**src/rtl/fetch_sequencer.sv**
```systemverilog
// fetch_sequencer: PC/instruction-fetch controller with a one-entry output stage and redirect support.
// Ports: clk, reset (async, active-high), start (leave IDLE), imem_addr/imem_data (combinational
// instruction memory), instr_out/instr_pc/instr_valid/instr_ready (decode handshake),
// redirect_valid/redirect_addr (jump/branch from execute), fault (sticky out-of-range),
// fetch_count (words captured since reset, wraps).
// Build option FETCH_BOUNDS_CHECK_EN: fault on fetch from pc > MAX_ADDR instead of wrapping to 0.
module fetch_sequencer #(
  parameter int unsigned ADDR_WIDTH = 32,
  parameter int unsigned DATA_WIDTH = 32,
  parameter int unsigned MAX_ADDR = 26,
  parameter int unsigned START_ADDR = 0
) (
  input  logic                  clk,
  input  logic                  reset,
  input  logic                  start,
  output logic [ADDR_WIDTH-1:0] imem_addr,
  input  logic [DATA_WIDTH-1:0] imem_data,
  output logic [DATA_WIDTH-1:0] instr_out,
  output logic [ADDR_WIDTH-1:0] instr_pc,
  output logic                  instr_valid,
  input  logic                  instr_ready,
  input  logic                  redirect_valid,
  input  logic [ADDR_WIDTH-1:0] redirect_addr,
  output logic                  fault,
  output logic [15:0]           fetch_count
);
  localparam logic [1:0] IDLE = 2'd0, RUN = 2'd1, FAULT = 2'd2;
  localparam logic [ADDR_WIDTH-1:0] MAX_A = ADDR_WIDTH'(MAX_ADDR);
  localparam logic [ADDR_WIDTH-1:0] START_A = ADDR_WIDTH'(START_ADDR);
  logic [1:0] state;
  logic [ADDR_WIDTH-1:0] pc, pc_inc, redir_pc;
  logic fetch, over;
  assign imem_addr = pc;
  assign fetch = !instr_valid || instr_ready;
`ifdef FETCH_BOUNDS_CHECK_EN
  assign over = pc > MAX_A;
  assign pc_inc = pc + ADDR_WIDTH'(1);
  assign redir_pc = redirect_addr;
  assign fault = state == FAULT;
`else
  assign over = 1'b0;
  assign pc_inc = pc >= MAX_A ? '0 : pc + ADDR_WIDTH'(1);
  assign redir_pc = redirect_addr > MAX_A ? '0 : redirect_addr;
  assign fault = 1'b0;
`endif
  // IDLE is only reachable through reset, so pc is already START_A there.
  // FAULT has no transitions out: pc and the stage stay frozen until reset.
  always_ff @(posedge clk or posedge reset) begin
    if (reset) begin
      state <= IDLE;
      pc <= START_A;
      instr_out <= '0;
      instr_pc <= '0;
      instr_valid <= 1'b0;
      fetch_count <= '0;
    end else if (state == IDLE) begin
      if (start) state <= RUN;
    end else if (state == RUN) begin
      if (redirect_valid) begin
        pc <= redir_pc;
        instr_valid <= 1'b0;
      end else if (fetch && over) begin
        state <= FAULT;
        instr_valid <= 1'b0;
      end else if (fetch) begin
        instr_out <= imem_data;
        instr_pc <= pc;
        instr_valid <= 1'b1;
        pc <= pc_inc;
        fetch_count <= fetch_count + 16'd1;
      end
    end
  end
endmodule

```
**config.mk**
```make
export PLATFORM = sky130hd
export DESIGN_NAME = fetch_sequencer
export DESIGN_NICKNAME = d
export VERILOG_FILES = /design/src/rtl/fetch_sequencer.sv
export SDC_FILE = /design/constraint.sdc
export NUM_CORES = 1
export LEC_CHECK = 0
export BUFFER_PORTS_ARGS = -buffer_cell sky130_fd_sc_hd__buf_2
export CAP_MARGIN = 20
export CORE_MARGIN = 10
export CORE_UTILIZATION = 49
export DETAILED_ROUTE_END_ITERATION = 6
export GPL_TIMING_DRIVEN = 0
export PLACE_DENSITY = 0.79
export SYNTH_ARGS = -nofsm -noshare
export SYNTH_HDL_FRONTEND = slang
export SYNTH_SLANG_ARGS = --single-unit
```
**constraint.sdc**
```tcl
create_clock -name clk -period 3.9 [get_ports clk]
set_clock_uncertainty 0.05 [all_clocks]
set_input_delay 0.195 -clock clk [delete_from_list [all_inputs] [get_ports clk]]
set_output_delay 0.195 -clock clk [all_outputs]
set_load 0.005 [all_outputs]
```
==> results of run 1 <==
[per-stage QoR]
stage / util (%) / power, W
after floorplan: - / 0.00156
after global placement: 62.1 / 0.00173
after detailed placement: 62.5 / 0.00176
after CTS: 73.1 / 0.00337
after global routing: 73.1 / 0.00349
final: 73.1 / 0.00334
[Yosys cell counts (all sizes together) (2+ instances only)]
cell type,count,area (um^2)
clkbuf,2,7.51
a221o,5,50.1
xnor2,5,43.8
or2,2,12.5
nor2,4,15.0
xor2,12,105
nor4,21,138
ha,3,37.5
and3,5,31.3
nand4,11,68.8
and2,23,144
nand3,14,70.1
nor3,11,55.1
and4,3,26.3
inv,7,26.3
o211a,2,20.0
o311a,2,20.0
mux2,65,732
nand2,14,52.6
dfrtp,114,2850
buf,11,72.6
[cells in the final DEF (no fill, tap or decap), types with 4 or more instances in the layout]
master,count
buf_2,188
dfrtp_1,114
mux2_2,64
dlygate4sd3_1,38
and2_1,23
nor4_1,20
clkbuf_16,16
nand2_1,14
nand3_1,14
xor2_1,12
nand4_1,11
nor3_1,11
inv_6,6
inv_1,5
a221o_1,5
and3_1,5
xnor2_1,5
nor2_1,4
[worst register-to-register path, stage by stage, from the launching register on]
cell	delay, ns
dfrtp_1	0.43
nor4_1	0.42
nand4_1	0.32
o31ai_4	0.48
buf_6	0.20
o311a_1	0.17
[metal layers]
metal | part of all wire [%] | routed length, um
met5 | 0 | 0
met4 | 0.46 | 64
met3 | 6.8 | 943
met2 | 51 | 7140
met1 | 42 | 5790
[flip-flops by register name (all words and copies together) (netlist names)]
signal and count:
imem_addr 32, state 1, instr_pc 32, instr_valid 1, instr_out 32, fetch_count 16
[worst min path at each step]
stage,from,to,slack [ns],depth (start not counted)
finish,redirect_valid,instr_valid,0.07,3
global route,redirect_valid,instr_valid,0.06,3
CTS,redirect_valid,instr_valid,0.05,3
detailed placement,start,state[0],0.34,2
global placement,start,state[0],0.33,2
floorplan,start,state[0],0.25,1
[area by class of cell]
class,instances,share of cell area [%]
timing repair buffer,220,19.4
clock inverter,15,2.88
clock buffer,17,6.10
tap,129,2.38
inverter,7,0.424
buffer,13,1.18
sequential,114,42.0
multi-input combinational,217,25.7
[power by group through the flow]
stage | sequential, W | combinational, W | clock, W
3_3_place_gp | 0.00137 | 0.000366 | 0
4_1_cts | 0.00135 | 0.000414 | 0.00160
6_report | 0.00136 | 0.000409 | 0.00158
5_1_grt | 0.00137 | 0.000452 | 0.00167
3_5_place_dp | 0.00138 | 0.000383 | 0
2_1_floorplan | 0.00137 | 0.000186 | 0
[cells by family after synthesis]
group / Yosys count
AOI/OAI and AO/OA: 16
xor gates and xnor gates: 17
and+or+nand+nor: 114
buffers and inverters: 20
adders and majority gates: 3
muxes: 66
DFF: 114
other: 1
[repair_timing]
item	CTS	global route
hold buffers	38	0
gates resized for setup	0	0
endpoints found under the hold margin	104	0
setup endpoints to repair	0	0
buffers inserted	0	0
==> run_results.csv, run 1 <==
group,metric,value,unit
run_status,status,"finished clean",
synthesis,synthCells,351,
synthesis,synth.area.mux_share,15.8,%
synthesis,synth.avg_cell_area,13.4,um^2
pwr,swShare,25.7,%
global_routing,gr-usage-met2,34.1,%
clock_tree,htreeDepth,4,
critical_path,r2r_end,"imem_addr[5]",
floorplanning,die_h,118,um
synthesis,synthFlopType,"dfrtp_1",
route,drt.antenna.violating_nets,0,
pwr,leakage,3.57,nW
clock_tree,clkSinkCount,114,
global_routing,grt_usage,19.9,%
pwr,powerDensity,492,nW/um^2
pwr,seq_power_share,40.6,%
place,globalplace.congestion,0.854,
critical_path,crit_chain,"nor4_1, nand4_1, o31ai_4, buf_6, o311a_1",
route,drc,0,
finish,instances_no_fill,732,
critical_path,crit_arrival,2.50,ns
floorplanning,die_w,118,um
critical_path,r2r_start,"imem_addr[13]",
sta,fin_setup_tns,0,ns
sta,hold_ws,0.0666,ns
critical_path,critPathRequiredTime,4.28,ns
sta,finalSetupViolations,0,
global_routing,met1_usage,23.4,%
synthesis,synth_edf_count,0,
global_routing,grt-ovfl-total,0,
global_routing,antenna_found_initial,0,
finish,drive_above_1_share,49.1,%
clock_tree,cts_tree,"done",
critical_path,cp.buffers_inverters,1,
critical_path,cp_top_family,"simple AND/OR/NAND/NOR gates",
route,drt-pass1-iter-count,4,
floorplanning,die_area,13900,um^2
finish,regArea,2850,um^2
synthesis,synth-simple-area-share,14.0,%
global_routing,grt_pass1_vias,4059,
synthesis,synth-seq-cells,114,
sta,finalCriticalPeriod,2.13,ns
finish,multi_input_area,1740,um^2
finish,area_delta_synth_final,44.4,%
min_path,hp-class,"in2reg",
sta,finalHoldViolCount,0,
synthesis,syn_nets,423,
synthesis,ys_warn_count,0,
critical_path,crit_path_top_delay_cell,"o31ai_4",
place,place_area,5800,um^2
sta,period_share,54.5,%
global_routing,grt_pass1_wl,22500,um
synthesis,synth.distinct_cells,41,
place,place_inst,662,
synthesis,async_flop_share,100,%
critical_path,cp-endpoint,"imem_addr[5]",
route,via_per_inst,5.19,
route,drt_iter0_markers,261,
place,dp_hpwl,9700,um
critical_path,start_kind,"flop",
critical_path,ff2ff_path_depth,5,
critical_path,cpPeakStageDelay,0.48,ns
sta,relSlewSlack,44.3,%
synthesis,synth_top_family_by_area,"multiplexers",
sta,max_clock_freq,471,MHz
clock_tree,clk_pin_slew,0.06,ns
critical_path,critPathCaptureType,"flop",
place,io_buffers,181,
synthesis,netlist_area,4700,um^2
critical_path,cp_max_fo,10,
sta,finalMaxSlewViolations,0,
finish,n_fill_cell,634,
clock_tree,clockRootBuffer,"clkbuf_8",
floorplanning,ioPinCount,183,
synthesis,synth_fa_ha_area_share,0.798,%
route,totalWireLength,13900,um
floorplanning,start_util,50.6,%
job,maxCapViolCount,0,
sta,setup_slack,1.77,ns
floorplanning,num_rows,35,
critical_path,criticalPathCategory,"reg2reg",
route,via_count,3802,
pwr,p_sw,0.000860,W
synthesis,synth_xor_xnor_area_share,3.17,%
global_routing,grt_max_degree,69,
critical_path,path_depth,5,
sta,grt_setup_unrepaired,"false",
finish,antenna-diode-count,0,
finish,final_cell_area,6790,um^2
place,place_ws,1.83,ns
pwr,clkPwrFrac,47.1,%
synthesis,synth_compound_area_share,3.25,%
global_routing,gr-max-usage-layer,"met2",
pwr,p_comb_share,12.2,%
clock_tree,cts_inserted_buffers,17,
sta,tightest_slew,0.836,ns
floorplanning,core_region_area,9280,um^2
route,wl_per_cell,19.0,um
critical_path,rrSetupSlack,1.77,ns
clock_tree,clock_latency,0.50,ns
pwr,p_int,0.00248,W
synthesis,ys_seq_area_share,60.7,%
finish,nets,662,
clock_tree,cts_max_path_buffers,2,
pwr,vdd_drop_max,327,uV
global_routing,met3_usage,6.76,%
critical_path,setup.worst_path.start,"imem_addr[13]",
No activity file was read; power rests on OpenSTA's default activity.
==> inputs of run 2 (changes only) <==
--- a/config.mk
+++ b/config.mk
@@ -5,13 +5,14 @@
 export SDC_FILE = /design/constraint.sdc
 export NUM_CORES = 1
 export LEC_CHECK = 0
+export ABC_AREA = 1
 export BUFFER_PORTS_ARGS = -buffer_cell sky130_fd_sc_hd__buf_2
 export CAP_MARGIN = 20
 export CORE_MARGIN = 10
-export CORE_UTILIZATION = 49
+export CORE_UTILIZATION = 44
 export DETAILED_ROUTE_END_ITERATION = 6
 export GPL_TIMING_DRIVEN = 0
-export PLACE_DENSITY = 0.79
+export PLACE_DENSITY = 0.75
 export SYNTH_ARGS = -nofsm -noshare
 export SYNTH_HDL_FRONTEND = slang
 export SYNTH_SLANG_ARGS = --single-unit
==> constraint.sdc (replaced) <==
create_clock -name clk -period 1.75 [get_ports clk]
set_clock_uncertainty 0.05 [all_clocks]
set_input_delay 0.0875 -clock clk [delete_from_list [all_inputs] [get_ports clk]]
set_output_delay 0.0875 -clock clk [all_outputs]
set_load 0.005 [all_outputs]
==> run_results.csv, run 2 <==
group,metric,value,unit
run_status,status,"finished clean",
floorplanning,start_util,45.5,%
route,wl_per_cell,15.6,um
finish,final_util,65.9,%
global_routing,grt_max_degree,43,
critical_path,critPathRequiredTime,2.15,ns
synthesis,netlist_area,4740,um^2
synthesis,yosys.area.top_type,"dfrtp_1",
sta,finalSetupViolations,0,
place,io_buffers,180,
critical_path,cp.buffers_inverters,3,
clock_tree,clockRootBuffer,"clkbuf_8",
synthesis,ys_seq_area_share,60.1,%
global_routing,grt-ovfl-total,0,
sta,relSlewSlack,42.1,%
global_routing,grt_pass1_wl,22700,um
critical_path,crit_path_top_delay_cell,"dlygate4sd3_1",
clock_tree,cts_max_path_buffers,2,
global_routing,grt_pass1_vias,4550,
synthesis,synth.distinct_cells,28,
synthesis,synthFlopType,"dfrtp_1",
finish,final_common_cell,"nand2_1",
synthesis,synth_edf_count,0,
finish,drive_above_1_share,30.4,%
clock_tree,clock_latency,0.51,ns
clock_tree,cts_tree,"done",
floorplanning,num_rows,37,
pwr,vdd_drop_max,682,uV
place,globalplace.congestion,0.835,
critical_path,cpPeakStageDelay,0.58,ns
clock_tree,clk_pin_slew,0.05,ns
route,totalWireLength,14500,um
sta,max_clock_freq,605,MHz
critical_path,criticalPathCategory,"in2reg",
finish,final_cell_mix,"nand2_1, buf_2, dfrtp_1",
route,drt-pass1-iter-count,4,
place,dp_hpwl,10700,um
route,drt.antenna.violating_nets,0,
synthesis,synth_area_leaders,"dfrtp_1, nand2_1, nor2_1, inv_1, o21ai_0",
sta,finalMaxSlewViolations,0,
route,drt_iter0_markers,293,
job,maxCapViolCount,0,
critical_path,critPathCaptureType,"flop",
finish,antenna-diode-count,0,
synthesis,synth_top_area_share,60.1,%
floorplanning,die_w,124,um
sta,period_share,94.4,%
synthesis,yosysMostFrequentCell,"nand2_1",
floorplanning,core_region_area,10400,um^2
global_routing,grt_usage,19.0,%
synthesis,synth.avg_cell_area,8.82,um^2
place,place_inst,856,
route,drc,0,
pwr,total_power,0.00715,W
global_routing,antenna_found_initial,0,
floorplanning,die_h,124,um
synthesis,async_flop_share,100,%
sta,finalHoldViolCount,0,
critical_path,cp_max_fo,5,
finish,instances_no_fill,931,
clock_tree,htreeDepth,4,
critical_path,crit_top_cell,"nand2_1",
finish,n_fill_cell,865,
synthesis,ys_warn_count,0,
critical_path,crit_arrival,2.05,ns
clock_tree,cts_setup_buffers,0,
synthesis,syn_nets,610,
pwr,powerDensity,1040,nW/um^2
finish,area_delta_synth_final,44.8,%
sta,tightest_slew,0.867,ns
route,via_count,4394,
synthesis,synthCells,538,
route,via_per_inst,4.72,
critical_path,cp_top_family,"buffers and inverters",
clock_tree,cts_inserted_buffers,17,
critical_path,crit_chain,"dlygate4sd3_1, buf_2, a21oi_1, nor2_1, nor2_2, nand4_1, dlygate4sd3_1, nand2_1, nand2_1, nand2_1",
min_path,hp-class,"in2reg",
critical_path,start_kind,"primary input",
pwr,leakage,3.81,nW
finish,nets,855,
floorplanning,die_area,15300,um^2
synthesis,ys_top_cells_by_count,"nand2_1, dfrtp_1, nor2_1",
clock_tree,clkSinkCount,114,
sta,finalCriticalPeriod,1.65,ns
floorplanning,ioPinCount,183,
synthesis,synth-seq-cells,114,
run 2: changes by cell type after synthesis, moves of 10 or more:
cell,change
nor2_1,+61
mux2_2,-64
nand2_1,+179
inv_1,+44
o21ai_0,+32
nor4_1,-20
and2_1,-22
nor3_1,-10
run 2: cell type report:
class	count	area [um^2]	share of cell area (%)
Tap cell	136	170	2.48
Buffer	19	103	1.49
Clock buffer	26	488	7.11
Clock inverter	5	75.1	1.09
Multi-Input combinational cell	352	1600	23.2
Inverter	53	203	2.95
Sequential cell	114	2850	41.5
Timing Repair Buffer	226	1380	20.1
run 2: layer usage:
metal  vias up  wire length [um]  GRT usage, %
li1       2134                 -             -
met1      2065              5470          20.5
met2       169              7480          32.7
met3        26              1170          6.11
met4         0               365          9.90
met5         -                 0             0
run 2: power breakdown:
| group | internal, W | switching [W] | leakage, nW |
|---|---|---|---|
| Clock | 0.00216 | 0.00110 | 0.279 |
| Combinational | 0.000406 | 0.000483 | 2.02 |
| Sequential | 0.00283 | 0.000173 | 1.51 |
run 2: what timing repair did:
| action | in CTS | in global routing |
|---|---|---|
| endpoints found under the hold margin | 73 | 0 |
| hold buffers | 44 | 0 |
| endpoints found under the setup margin | 0 | 5 |
| resized for setup | 0 | 2 |
run 2: worst register-to-register path, cell delays in order (launching register included):
cell and delay [ns]:
dfrtp_1 0.44, inv_1 0.12, ha_1 0.22, nor2_1 0.09, a21oi_1 0.10, nor2_2 0.16, nand4_1 0.13, nand2_1 0.09
nand2_1 0.06, nand2_1 0.07
run 2: final timing paths:
path / startpoint / to / slack [ns] / cells past startpoint
min: redirect_valid / fetch_count[8] / 0.02 / 4
max in group asynchronous: reset / instr_out[31] / 0.72 / 4
max: redirect_addr[0] / imem_addr[3] / 0.1 / 10
max reg2reg: imem_addr[0] / imem_addr[3] / 0.17 / 9
min reg2reg: instr_out[24] / instr_out[24] / 0.41 / 2
min in group asynchronous: reset / instr_pc[20] / 0.26 / 3
run 2: cell families (layout without fill, tap and decap cells):
family | count (synthesis) | count (layout) | synth area share, %
AND/OR/NAND/NOR | 298 | 298 | 26.3
flip-flops | 114 | 114 | 60.1
buffers and inverters | 72 | 329 | 6.36
AO/OA/AOI/OAI | 36 | 36 | 3.80
XOR/XNOR | 14 | 14 | 2.58
adder cells (fa/ha/maj) | 3 | 3 | 0.791
other | 1 | 1 | 0.0790
run 2: metrics by stage:
stage / TNS [ns] / hold WS [ns] / instance area (um^2) / setup slack (ns)
5_1_grt: -0.00563 / 0.0621 / 6870 / -0.00563
3_3_place_gp: -46.47 / 0.229 / 5820 / -0.413
4_1_cts: 0 / 0.00201 / 6860 / 0.0865
2_1_floorplan: 0 / 0.147 / 4750 / 0.227
6_report: 0 / 0.0195 / 6870 / 0.0975
3_5_place_dp: 0 / 0.230 / 5860 / 0.184
